### src/rtl/iq_serializer_param.sv
// Framed I/Q serializer: double-buffered sample pairs shifted out as sync + I + Q with a divided bit clock.
// Optional build macro IQSER_PARITY_EN appends one even-parity bit over I and Q after Q.
module iq_serializer_param #(
    parameter int          DATA_W       = 14,
    parameter int          SYNC_W       = 4,
    parameter logic [7:0]  SYNC_PATTERN = 8'b0000_1010,
    parameter int          CLK_DIV      = 4
) (
    input  logic              clk,
    input  logic              rst,
    input  logic              in_valid,
    output logic              in_ready,
    input  logic [DATA_W-1:0] i_data,
    input  logic [DATA_W-1:0] q_data,
    input  logic              overrun_clr,
    output logic              serial,
    output logic              serial_n,
    output logic              serial_clk,
    output logic              frame_active,
    output logic              frame_done,
    output logic              overrun
);

`ifdef IQSER_PARITY_EN
    localparam int PAR_W = 1;
`else
    localparam int PAR_W = 0;
`endif
    localparam int FL     = SYNC_W + 2 * DATA_W + PAR_W;
    localparam int SW_EFF = (SYNC_W == 0) ? 1 : SYNC_W;
    localparam int BIT_W  = $clog2(FL);
    localparam int DIV_W  = $clog2(CLK_DIV);

    typedef enum logic [1:0] {IDLE, SYNC, DATA} state_t;
    localparam state_t FIRST_STATE = (SYNC_W == 0) ? DATA : SYNC;

    state_t            state, state_next;
    logic              hold_full;
    logic [DATA_W-1:0] i_hold, q_hold;
    logic [FL-1:0]     shreg;
    logic              ser_q, ser_n_q, sclk_q;
    logic [DIV_W-1:0]  div_cnt;
    logic [BIT_W-1:0]  bit_cnt;
    logic              overrun_q;

    logic                                 wrap, last, load, accept, drop;
    logic [FL-1:0]                        frame_word;
    logic [SW_EFF+2*DATA_W+PAR_W-1:0]     frame_full;

    // With no header the padded sync bit sits above FL and is sliced away.
    always_comb begin
`ifdef IQSER_PARITY_EN
        frame_full = {SYNC_PATTERN[SW_EFF-1:0], i_hold, q_hold, ^{i_hold, q_hold}};
`else
        frame_full = {SYNC_PATTERN[SW_EFF-1:0], i_hold, q_hold};
`endif
        frame_word = frame_full[FL-1:0];
    end

    assign wrap   = (state != IDLE) && (div_cnt == DIV_W'(CLK_DIV - 1));
    assign last   = (bit_cnt == BIT_W'(FL - 1));
    assign load   = hold_full && ((state == IDLE) || (wrap && last));
    assign accept = in_valid && !hold_full;
    assign drop   = in_valid && hold_full;

    always_comb begin
        state_next = state;
        case (state)
            IDLE: if (hold_full) state_next = FIRST_STATE;
            SYNC, DATA: begin
                if (wrap) begin
                    if (last)
                        state_next = hold_full ? FIRST_STATE : IDLE;
                    else if ((state == SYNC) && (bit_cnt == BIT_W'(SYNC_W - 1)))
                        state_next = DATA;
                end
            end
            default: state_next = IDLE;
        endcase
    end

    always_ff @(posedge clk or posedge rst) begin
        if (rst) state <= IDLE;
        else     state <= state_next;
    end

    always_ff @(posedge clk or posedge rst) begin
        if (rst) begin
            hold_full <= 1'b0;
            i_hold    <= '0;
            q_hold    <= '0;
            overrun_q <= 1'b0;
        end else begin
            if (accept) begin
                hold_full <= 1'b1;
                i_hold    <= i_data;
                q_hold    <= q_data;
            end else if (load) begin
                hold_full <= 1'b0;
            end
            if (drop)             overrun_q <= 1'b1;
            else if (overrun_clr) overrun_q <= 1'b0;
        end
    end

    // serial and serial_n share one register stage so the LVDS pair stays aligned.
    always_ff @(posedge clk or posedge rst) begin
        if (rst) begin
            shreg   <= '0;
            ser_q   <= 1'b0;
            ser_n_q <= 1'b1;
            sclk_q  <= 1'b0;
            div_cnt <= '0;
            bit_cnt <= '0;
        end else if (load) begin
            shreg   <= frame_word << 1;
            ser_q   <= frame_word[FL-1];
            ser_n_q <= ~frame_word[FL-1];
            sclk_q  <= 1'b0;
            div_cnt <= '0;
            bit_cnt <= '0;
        end else if (wrap && last) begin
            ser_q   <= 1'b0;
            ser_n_q <= 1'b1;
            sclk_q  <= 1'b0;
            div_cnt <= '0;
            bit_cnt <= '0;
        end else if (wrap) begin
            shreg   <= shreg << 1;
            ser_q   <= shreg[FL-1];
            ser_n_q <= ~shreg[FL-1];
            sclk_q  <= 1'b0;
            div_cnt <= '0;
            bit_cnt <= bit_cnt + BIT_W'(1);
        end else if (state != IDLE) begin
            div_cnt <= div_cnt + DIV_W'(1);
            sclk_q  <= (div_cnt + DIV_W'(1)) >= DIV_W'(CLK_DIV / 2);
        end
    end

    assign in_ready     = ~hold_full;
    assign serial       = ser_q;
    assign serial_n     = ser_n_q;
    assign serial_clk   = sclk_q;
    assign frame_active = (state != IDLE);
    assign frame_done   = wrap && last;
    assign overrun      = overrun_q;

endmodule

### config.mk
export PLATFORM = sky130hd
export DESIGN_NAME = iq_serializer_param
export DESIGN_NICKNAME = d
export VERILOG_FILES = /design/src/rtl/iq_serializer_param.sv
export SDC_FILE = /design/constraint.sdc
export NUM_CORES = 1
export LEC_CHECK = 0
export ABC_CLOCK_PERIOD_IN_PS = 2400
export CORE_MARGIN = 2
export CORE_UTILIZATION = 55
export CTS_CLUSTER_DIAMETER = 30
export DETAILED_ROUTE_END_ITERATION = 10
export PLACE_DENSITY = 0.86
export SYNTH_ARGS = -nofsm -noshare
export SYNTH_HDL_FRONTEND = slang
export SYNTH_SLANG_ARGS = --single-unit
### constraint.sdc
create_clock -name clk -period 2.4 [get_ports clk]
set_input_delay 0.36 -clock clk [delete_from_list [all_inputs] [get_ports clk]]
set_output_delay 0.36 -clock clk [all_outputs]
set_load 0.005 [all_outputs]
Word level (Yosys, flattened, before mapping)
Cells that the tools add are included.
W data, S select, Z words.
- memory bits (writable): 0
- latch bits: 0
- register bits: 74
- bits in read-only memories: 0
- memories kept: 0
- bits of input ports: 32
- shifts and indexed selects: 0
- reductions and logical operators: 18
- bitwise logic cells: 2
- add/sub/neg operators: 2
- order comparisons: 1
- multiplexer cells: 30
- equality and inequality tests: 9
- div/mod/pow operators: 0
- multipliers: 0
- operators by type and width (operator ; number):
    $mux W32 ; 3
    $mux W2 ; 8
    $mux W1 ; 15
    $mux W5 ; 3
    $reduce_bool A2 Y1 ; 4
    $logic_and A1 B1 Y1 ; 6
    $add A5 B1 Y5 const B ; 1
    $eq A5 B2 Y1 const B ; 1
    $eq A5 B5 Y1 const B ; 1
    $eq A2 B2 Y1 const B ; 2
    $ne A2 B2 Y1 const B ; 2
    $pmux W2 S2 ; 1
    $reduce_bool A4 Y1 ; 1
    $ne A3 B3 Y1 const B ; 1
    $reduce_and A3 Y1 ; 1
    $reduce_bool A3 Y1 ; 1
    $add A2 B1 Y2 const B ; 1
    $eq A2 B1 Y1 const B ; 1
    $ge A2 B2 Y1 const B ; 1
    $logic_not A2 Y1 ; 1
    $ne A2 B1 Y1 const B ; 1
    $not A1 Y1 ; 2
    $reduce_and A2 Y1 ; 1
    $reduce_or A2 Y1 ; 1
    2 further kinds ; 2

Logic depth before layout (Yosys ltp)
- depth after elaboration: 7
- gate-level depth with buffers: 9

Worst setup path after synthesis
Ideal clock, no wire load.
- path type: register -> register
- start: reg bit_cnt[0]
- end: reg shreg[10]
- clock period less this slack: 1.968 ns
- path slack: 0.432 ns
- cell stages (with the launch flop): 9
- data arrival time: 1.842 ns
- path buffers: 2
- cell sequence: dfrtp_1 > ha_1 > and3_1 > ha_1 > buf_6 > a21o_4 > buf_6 > and3_1 > a221o_1
- cells in the longest elaborated chain, start to end: 6
- ends and longest elaborated chain (element ; line ; source):
    from (decl) ; 43 ; logic [BIT_W-1:0] bit_cnt;
    from (signal assigned) ; 134 ; bit_cnt <= bit_cnt + BIT_W'(1);
    $eq A5 B5 Y1 (*) ; 61 ; assign last = (bit_cnt == BIT_W'(FL - 1));
    $logic_and A1 B1 Y1 (*) ; 62, 122 ;
    $logic_or A1 B1 Y1 ; 62 ; assign load = hold_full && ((state == IDLE) || (wrap && last));
    $logic_and A1 B1 Y1 ; 62 ;
    $ne A2 B1 Y1 (no line) or $reduce_bool A2 Y1 (tied branches) ; -- ;
    $reduce_and A2 Y1 (no line) ; -- ;
    to (signal assigned) ; 116 ; shreg <= frame_word << 1;
    to (signal assigned) ; 129 ; shreg <= shreg << 1;
    to (decl) ; 40 ; logic [FL-1:0] shreg;
Mark *: on every way between the ends. The rest lies on a longest branch, timed or not.
A chain may end at the register's enable or synchronous reset.

Final worst setup path
- start: reg bit_cnt[1]
- end: out frame_done
- cells in the longest elaborated chain, start to end: 2
- ends and longest elaborated chain (element ; line ; source):
    $eq A5 B5 Y1 ; 61 ;
    $logic_and A1 B1 Y1 ; 146 ; assign frame_done = wrap && last;
    to (decl) ; 20 ; output logic frame_done,
Every way passes these cells.

==> qor.yml <==
status: "complete, no violations"
grt_usage_pct: 21.5
fin_util_pct: 69.5
wl_per_cell_um: 17.0
grt_overflow_total: 0
power_frac_comb_pct: 40.1
min_path_type: "primary input to asynchronous set/reset pin"
avgSynthCellArea_um2: 13.4
grt_pass1_vias: 2164
ys.flop_type: "dfrtp_1"
boundaryPins: 39
dp.final_hpwl_mm: 4.03
yosys.area.top_type_share_pct: 55.2
worstMarginPinSlew_ns: 0.557
die_y_um: 80.5
synthCells: 240
final_cell_count_no_fill: 359
syn_to_final_growth_pct: 20.3
cts_tree: "yes"
synthTopCellsByCount: "dfrtp_1, a221o_1, and3_1"
yosysTopAreaCell: "dfrtp_1"
clock_latency_ns: 0.34
drcViolationCount: 0
drt_iter0_drc: 162
fmax_mhz: 427
port_buffers: 38
dieArea_mm2: 0.00648
worstSetupPathType: "flip-flop to output pin"
htree_num_levels: 3
routed_wl_mm: 6.09
critical_path_required_ns: 2.04
syn-cell-area_mm2: 0.00322
die_x_um: 80.5
p_switching_w: 0.00169
period_needed_ns: 2.34
diodes: 0
antenna_found_initial: 0
layout_setup_ws_ns: 0.0560
p_leak_nw: 1.76
layout.nets: 320
cp_max_fo: 4
hold_viol: 0
hold_buffers: 0
finalMaxSlewViolations: 0
worstPathArrival_ns: 1.98
placedCellCount: 340
gp_congestion: 0.829
setup_viol: 0
p_sw_share_pct: 33.9
grt_max_degree: 63
sequential_cell_area_mm2: 0.00180
synth_fp_nets: 278
clock_sinks: 72
dr.pass1.iters: 5
yosysMostFrequentCell: "dfrtp_1"
relSlewSlack_pct: 62.4
rows: 27
drt-vias-per-instance: 5.94
period_share_pct: 97.7
yosysWarnings: 0
p_clk_share_pct: 17.2
yosys-top-cells-area: "dfrtp_1, a221o_1, mux2_1"
power_frac_seq_pct: 42.7
clockBufferDepth: 2
initial_core_util_pct: 57.8
multi_input_area_mm2: 0.00128
ir_drop_mv: 0.622
post-place-ws_ns: 0.187
drive_gt1_share_pct: 19.9
numCtsBuffers: 9
cts-root-buf: "clkbuf_8"
async_reset_ff_share_pct: 100
via_count: 2134
end_kind: "output pin"
nFillCells: 424
synth_edf_count: 0
start_kind: "flip-flop"
grt_pass1_wl_mm: 10.5
skew_ns: 0.00723
coreArea_mm2: 0.00557
ys_seq_area_share_pct: 56.0
p_int_w: 0.00329
synth.distinct_cells: 42
cap_violations: 0
drtAntennaViolNets: 0
clk_pin_slew_ns: 0.07
synth_seq_cells: 72
power_density_mw_per_mm2: 1280
## power groups by stage
stage               clock (W)  sequential, W  combinational (W)
finish               0.000855        0.00212            0.00199
global route         0.000932        0.00219            0.00221
detailed placement          0        0.00212            0.00198
floorplan                   0        0.00199            0.00161
CTS                  0.000873        0.00212            0.00199
global placement            0        0.00210            0.00186
## area by class of cell
cell class                 instances  share of cell area, %
clock buffer                      12                   4.01
multi-input combinational        141                   33.0
sequential                        72                   46.5
clock inverter                     4                  0.517
inverter                           8                  0.775
timing repair buffer              50                   12.8
tap                               72                   2.33
## registers in the layout, summed over array words and instances, names as in the netlist
register    count
q_hold         14
shreg          31
serial          1
div_cnt         1
state           2
i_hold         14
overrun         1
serial_n        1
hold_full       1
serial_clk      1
bit_cnt         5
## metrics by stage
stage / hold slack, ns / setup TNS [ns] / instance area (um2) / power [W]
detailed placement: 0.470 / 0 / 3640 / 0.00410
floorplan: 0.428 / 0 / 3220 / 0.00360
CTS: 0.268 / 0 / 3840 / 0.00498
global placement: 0.460 / 0 / 3640 / 0.00397
global route: 0.288 / -0.0209 / 3870 / 0.00534
finish: 0.269 / 0 / 3870 / 0.00497
## metal layers
metal | part of all wire, % | vias to the layer above | wire (um) | GRT usage [%]
li1 | - | 990 | - | -
met1 | 45 | 1079 | 2740 | 28.5
met2 | 50 | 56 | 3020 | 34.8
met3 | 3.9 | 9 | 237 | 4.72
met4 | 1.6 | 0 | 95 | 8.14
met5 | 0 | - | 0 | 0
## path summary, 6_finish.rpt
check | startpoint | end | slack (ns) | cells after the start
max | bit_cnt[1] | frame_done | 0.06 | 6
min | rst | i_hold[6] | 0.27 | 2
max reg2reg | bit_cnt[1] | shreg[22] | 0.22 | 8
min reg2reg | q_hold[7] | q_hold[7] | 0.48 | 1
max in group asynchronous | rst | serial_n | 1.49 | 3
min in group clk | q_hold[7] | q_hold[7] | 0.48 | 1
## cells by family after synthesis
logic type / synth area share [%]
adder cells (fa/ha/maj): 2.33
multiplexers: 10.8
flip-flops: 56.0
AND/OR/NAND/NOR: 10.8
AO/OA/AOI/OAI: 14.2
buffers and inverters: 5.63
XOR/XNOR: 0.272
## cell usage in the layout (no fill, tap or decap), types with 2 or more instances in the layout
cell type        instances
a21oi_1                  3
a221o_1                 28
a22o_1                   5
and3_1                  24
and3_2                   3
and4bb_2                 2
buf_12                   2
buf_4                   10
clkbuf_8                11
clkdlybuf4s50_1         38
clkinv_2                 4
dfrtp_1                 71
ha_1                     2
ha_2                     2
ha_4                     2
inv_1                    7
mux2_1                  17
mux2_2                  13
nand2_1                  5
nand2b_1                 2
nand3b_1                 2
nand4b_1                 2
nor2_1                   3
nor2b_1                  2
o21ai_0                  3
## repair_timing
item	4_1_cts	5_1_grt
buffers inserted	0	3
endpoints found under the setup margin	2	1
pin swaps	0	1
resized for setup	5	2
## worst max-delay path, stage by stage, from the launching register on
cell             delay (ns)
dfrtp_1                0.43
ha_4                   0.17
and3_4                 0.19
ha_4                   0.15
nand2_1                0.09
nor2_1                 0.11
clkdlybuf4s50_1        0.50
Power figures use the tool's default switching activity.
